<file path="src/rtl/lock_pkg.sv">
// lock_pkg: keypad scanner state encoding, key codes and keymap helpers shared with the lock.
package lock_pkg;

    typedef enum logic [1:0] {SCAN, DEB_PRESS, HELD, DEB_REL} kp_state_e;

    localparam logic [3:0] KEY_A    = 4'd10;
    localparam logic [3:0] KEY_B    = 4'd11;
    localparam logic [3:0] KEY_C    = 4'd12;
    localparam logic [3:0] KEY_D    = 4'd13;
    localparam logic [3:0] KEY_STAR = 4'd14;
    localparam logic [3:0] KEY_HASH = 4'd15;

    // Rows top to bottom: 1 2 3 A / 4 5 6 B / 7 8 9 C / * 0 # D
    function automatic logic [3:0] key_code(input logic [1:0] row, input logic [1:0] col);
        logic [3:0] digit;
        digit = 4'(row) * 4'd3 + 4'(col) + 4'd1;
        return (row == 2'd3) ? ((col == 2'd0) ? KEY_STAR : (col == 2'd1) ? 4'd0 :
                                (col == 2'd2) ? KEY_HASH : KEY_D)
             : (col == 2'd3) ? KEY_A + 4'(row) : digit;
    endfunction

    function automatic logic [1:0] low_row(input logic [3:0] rs);
        return !rs[0] ? 2'd0 : !rs[1] ? 2'd1 : !rs[2] ? 2'd2 : 2'd3;
    endfunction

    function automatic logic [1:0] col_idx(input logic [3:0] col_n);
        return !col_n[0] ? 2'd0 : !col_n[1] ? 2'd1 : !col_n[2] ? 2'd2 : 2'd3;
    endfunction

endpackage

</file>
<file path="src/rtl/keypad_sync2.sv">
// keypad_sync2: 4-bit two-flop synchronizer for the active-low keypad rows, resets to idle (all ones).
module keypad_sync2 (
    input  logic       hwclk,
    input  logic       reset_n,
    input  logic [3:0] d_i,
    output logic [3:0] q_o
);

    logic [3:0] s1_q, s2_q;

    always_ff @(posedge hwclk or negedge reset_n) begin
        if (!reset_n) begin
            s1_q <= 4'hF;
            s2_q <= 4'hF;
        end else begin
            s1_q <= d_i;
            s2_q <= s1_q;
        end
    end

    assign q_o = s2_q;

endmodule

</file>
<file path="src/rtl/keypad_scanner.sv">
// keypad_scanner: 4x4 keypad column scan, single-key debounce and encode for the lock.
// Optional GHOST_REJECT_EN: reject multi-row samples instead of using lowest-row priority.
module keypad_scanner
    import lock_pkg::*;
#(
    parameter int SCAN_CYCLES     = 1200,
    parameter int DEBOUNCE_CYCLES = 240000
) (
    input  logic       hwclk,
    input  logic       reset_n,
    input  logic [3:0] row_n,
    output logic [3:0] col_n,
    output logic [3:0] button,
    output logic       bstate,
    output logic       key_strobe
);

    localparam int SW = $clog2(SCAN_CYCLES);
    localparam int DW = $clog2(DEBOUNCE_CYCLES);
    localparam logic [SW-1:0] SLOT_LAST = SW'(SCAN_CYCLES - 1);
    localparam logic [DW-1:0] DEB_LAST  = DW'(DEBOUNCE_CYCLES - 1);

    kp_state_e     state_q;
    logic [3:0]    rs, col_q, rows_q, button_q;
    logic [1:0]    row_q;
    logic [SW-1:0] slot_q;
    logic [DW-1:0] deb_q;
    logic          bstate_q, strobe_q, scan_hit, row_low;

    keypad_sync2 u_sync (
        .hwclk  (hwclk),
        .reset_n(reset_n),
        .d_i    (row_n),
        .q_o    (rs)
    );

    assign row_low = !rs[row_q];
`ifdef GHOST_REJECT_EN
    logic other_low;
    assign scan_hit  = (rs != 4'hF) && ($countones(~rs) == 1);
    assign other_low = |(~rs & ~(4'b0001 << row_q));
`else
    assign scan_hit  = rs != 4'hF;
`endif

    always_ff @(posedge hwclk or negedge reset_n) begin
        if (!reset_n) begin
            state_q  <= SCAN;
            col_q    <= 4'b1110;
            rows_q   <= 4'hF;
            row_q    <= 2'd0;
            slot_q   <= '0;
            deb_q    <= '0;
            button_q <= 4'd0;
            bstate_q <= 1'b0;
            strobe_q <= 1'b0;
        end else begin
            strobe_q <= 1'b0;
            case (state_q)
                SCAN: begin
`ifdef GHOST_REJECT_EN
                    // A ghost knocked us out of HELD: the release still goes through DEB_REL
                    if (bstate_q) begin
                        if (rs == 4'hF) begin
                            state_q <= DEB_REL;
                            deb_q   <= '0;
                        end
                    end else
`endif
                    if (slot_q != SLOT_LAST) begin
                        slot_q <= slot_q + 1'b1;
                    end else if (scan_hit) begin
                        slot_q  <= '0;
                        rows_q  <= rs;
                        row_q   <= low_row(rs);
                        deb_q   <= '0;
                        state_q <= DEB_PRESS;
                    end else begin
                        slot_q <= '0;
                        col_q  <= {col_q[2:0], col_q[3]};
                    end
                end
                DEB_PRESS: begin
                    if (rs != rows_q) begin
                        state_q <= SCAN;
                        slot_q  <= '0;
                        deb_q   <= '0;
                    end else if (deb_q == DEB_LAST) begin
                        state_q  <= HELD;
                        deb_q    <= '0;
                        button_q <= key_code(row_q, col_idx(col_q));
                        bstate_q <= 1'b1;
                        strobe_q <= 1'b1;
                    end else begin
                        deb_q <= deb_q + 1'b1;
                    end
                end
                HELD: begin
`ifdef GHOST_REJECT_EN
                    if (other_low) begin
                        state_q <= SCAN;
                        slot_q  <= '0;
                        deb_q   <= '0;
                    end else
`endif
                    if (!row_low) begin
                        state_q <= DEB_REL;
                        deb_q   <= '0;
                    end
                end
                DEB_REL: begin
                    if (row_low) begin
                        state_q <= HELD;
                        deb_q   <= '0;
                    end else if (deb_q == DEB_LAST) begin
                        state_q  <= SCAN;
                        deb_q    <= '0;
                        slot_q   <= '0;
                        bstate_q <= 1'b0;
                        col_q    <= {col_q[2:0], col_q[3]};
                    end else begin
                        deb_q <= deb_q + 1'b1;
                    end
                end
            endcase
        end
    end

    assign col_n      = col_q;
    assign button     = button_q;
    assign bstate     = bstate_q;
    assign key_strobe = strobe_q;

endmodule
</file>
<file path="config.mk">
export PLATFORM = sky130hd
export DESIGN_NAME = keypad_scanner
export DESIGN_NICKNAME = d
export VERILOG_FILES = /design/src/rtl/lock_pkg.sv /design/src/rtl/keypad_sync2.sv /design/src/rtl/keypad_scanner.sv
export SDC_FILE = /design/constraint.sdc
export NUM_CORES = 1
export LEC_CHECK = 0
export ABC_AREA = 1
export CAP_MARGIN = 20
export CORE_ASPECT_RATIO = 0.7
export CORE_MARGIN = 1
export CORE_UTILIZATION = 45
export CTS_CLUSTER_DIAMETER = 80
export DETAILED_ROUTE_END_ITERATION = 8
export RECOVER_POWER = 25
export SETUP_SLACK_MARGIN = 0.3
export SLEW_MARGIN = 10
export SYNTH_ARGS = -nofsm -noshare
export SYNTH_HDL_FRONTEND = slang
export SYNTH_SLANG_ARGS = --single-unit
</file>
<file path="constraint.sdc">
create_clock -name hwclk -period 5.4 [get_ports hwclk]
set_input_delay 1.62 -clock hwclk [delete_from_list [all_inputs] [get_ports hwclk]]
set_output_delay 1.62 -clock hwclk [all_outputs]
set_load 0.03 [all_outputs]
</file>
==> results.cfg <==
[status]
status = completed

[worst_setup_path]
critPathLaunchType = flop
worst_path_dominant_cell_family = buffers and inverters
cp_data_required_time_ns = 3.78
worst_path_largest_cell_delay_ns = 0.68
critPathMaxFanout = 5
end_kind = primary output
crit_chain = clkdlybuf4s50_1
crit_arrival_ns = 1.54
crit_slowest_cell = clkdlybuf4s50_1
path_class = reg2out
cp_num_buf_inv = 1

[synthesis]
avgSynthCellArea_um2 = 7.10
yosysWarnings = 0
ys_top_cells_by_area = dfrtp_1, nand2_1, dfstp_2
async_flop_share = 1.00
yosys.area.top_type_share = 0.280
yosysMostFrequentCell = nand2_1
synth_top_cell_by_area = dfrtp_1
synth_edf_count = 0
synthCells = 504
seq_area_frac_synth = 0.390
yosys-top-cells-count = nand2_1, nor2_1, inv_1
synth_fp_nets = 523
syn_area_um2 = 3580
ys_types = 37
synth_seq_cells = 55
synthFlopType = dfrtp_1

[route]
drcViolationCount = 0
detail_route.wl_per_cell_um = 12.3
finalWirelength_um = 7590
ant_nets = 0
drt_pass1_iterations = 5
drt_iter0_markers = 198
via_per_inst = 5.01
vias = 3088

[cells_and_area]
stdcell_count = 616
syn_to_final_growth_pct = 9.13
nNetsFinal = 536
multi_input_area_um2 = 1830
final_util = 0.522
diodes = 0
drive_above_1_share = 0.0888
fillers = 738
design_area_um2 = 3910
seq_area_um2 = 1400

[timing]
clock-skew-final_ns = 0.00629
finalCritPeriodShare = 0.585
holdWs_ns = 0.357
worstMarginPinSlew_ns = 0.899
period_needed_ns = 3.16
slew_headroom = 0.399
fin_ws_ns = 2.24
slew_violations = 0
rsz0062_at_grt = no
hold_viol = 0
final.setup.tns_ns = 0
setup_viol = 0
fmax_ghz = 0.316

[cts]
cts_buffers = 5
clock-root-buffer = clkbuf_16
htreeDepth = 2
cts-hold-fix-buffers = 0
cts_post_setup_buffers_inserted = 0
clock-sinks = 55
cts_resized = 0
cts_tree = built
clk_pin_slew_ns = 0.07
clk_latency_ns = 0.30
clock_path_buffers = 2

[power]
leakage_nw = 1.91
clkPwrFrac = 0.434
power_uw = 773
powerDensity_nw_per_um2 = 198
p_int_uw = 608
p_comb_frac = 0.021
power.switching_uw = 165
swShare = 0.214
seqPwrFrac = 0.544
ir_worst_vdd_mv = 0.151

[place]
dpl_cell_area_um2 = 3780
port-buffer-count = 15
place_hpwl_um = 5660
routabilityCongestion = 0.936
placedCellCount = 608
pre_cts_ws_ns = 2.55

[die]
floorplan.initialDensity = 0.478
die-area_um2 = 8320
fp.dieH_um = 76.6
core-area_um2 = 7480
ios = 16
num_rows = 26
die_w_um = 109

[global_routing]
grt_overflow = 0
grt_pass1_vias = 2879
grt.total_usage = 0.207
grt_pass1_wl_um = 13600
antenna_found_initial = 0
grt_max_degree = 56

[min_path]
hp-class = reg2reg

[flow_run]
cap_viol_max_count = 0
[routing by layer]
metal,global-route usage,part of all wire,vias to the layer above
met5,0,0,-
met4,0.0365,0.0047,0
met3,0.0411,0.038,4
met2,0.300,0.41,60
met1,0.318,0.55,1414
li1,-,-,1610
[registers in the layout, summed over array words and instances (netlist names)]
name,cells
u_sync.q_o,4
col_n,4
deb_q,18
key_strobe,1
state_q,2
rows_q,4
row_q,2
slot_q,11
bstate,1
u_sync.s1_q,4
button,4
[worst paths after layout]
path / from / end / slack (ns) / cells past startpoint
min in group asynchronous: reset_n / button[2] / 1.43 / 2
hold reg to reg: u_sync.s1_q[3] / u_sync.q_o[3] / 0.36 / 0
max in group asynchronous: reset_n / deb_q[7] / 3.48 / 2
hold / removal: u_sync.s1_q[3] / u_sync.q_o[3] / 0.36 / 0
setup reg to reg: slot_q[0] / state_q[0] / 2.46 / 10
setup / recovery: col_n[1] / col_n[1] / 2.24 / 1
[cell usage in the layout (no fill, tap or decap), types with 3 or more instances in the layout]
cell / synthesis / routed
nand2_1: 165 / 166
nor2_1: 64 / 66
inv_1: 60 / 61
nand3_1: 40 / 42
dfrtp_1: 40 / 40
nand4_1: 16 / 16
dfstp_2: 15 / 15
o21ai_0: 13 / 13
ha_1: 11 / 11
nor3_1: 10 / 10
clkdlybuf4s50_1: 0 / 10
nand2_2: 8 / 7
xor2_1: 7 / 7
a21oi_1: 7 / 7
o21bai_1: 6 / 6
clkbuf_16: 0 / 5
dlygate4sd3_1: 0 / 4
nor2_2: 4 / 3
[power by group through the flow]
stage | combinational [mW] | clock, mW | sequential (mW)
finish | 0.0165 | 0.336 | 0.420
global route | 0.0199 | 0.365 | 0.421
CTS | 0.0182 | 0.347 | 0.420
detailed placement | 0.0183 | 0 | 0.428
global placement | 0.0179 | 0 | 0.428
floorplan | 0.00494 | 0 | 0.427
[area by class of cell]
class | count | area share
Tap cell | 98 | 0.0314
Clock buffer | 6 | 0.0356
Inverter | 65 | 0.0631
Sequential cell | 55 | 0.357
Multi-Input combinational cell | 374 | 0.469
Timing Repair Buffer | 16 | 0.0391
Clock inverter | 2 | 0.00417
[kinds of logic (layout without fill, tap and decap cells)]
logic type,after synthesis,after routing,share of synthesized area
AND/OR/NAND/NOR,320,320,0.398
XOR/XNOR,9,9,0.0220
adder cells (fa/ha/maj),13,13,0.0497
AO/OA/AOI/OAI,32,32,0.0514
flip-flops,55,55,0.390
buffers and inverters,75,89,0.0895
Note: power is estimated with default switching activity, not from simulation.
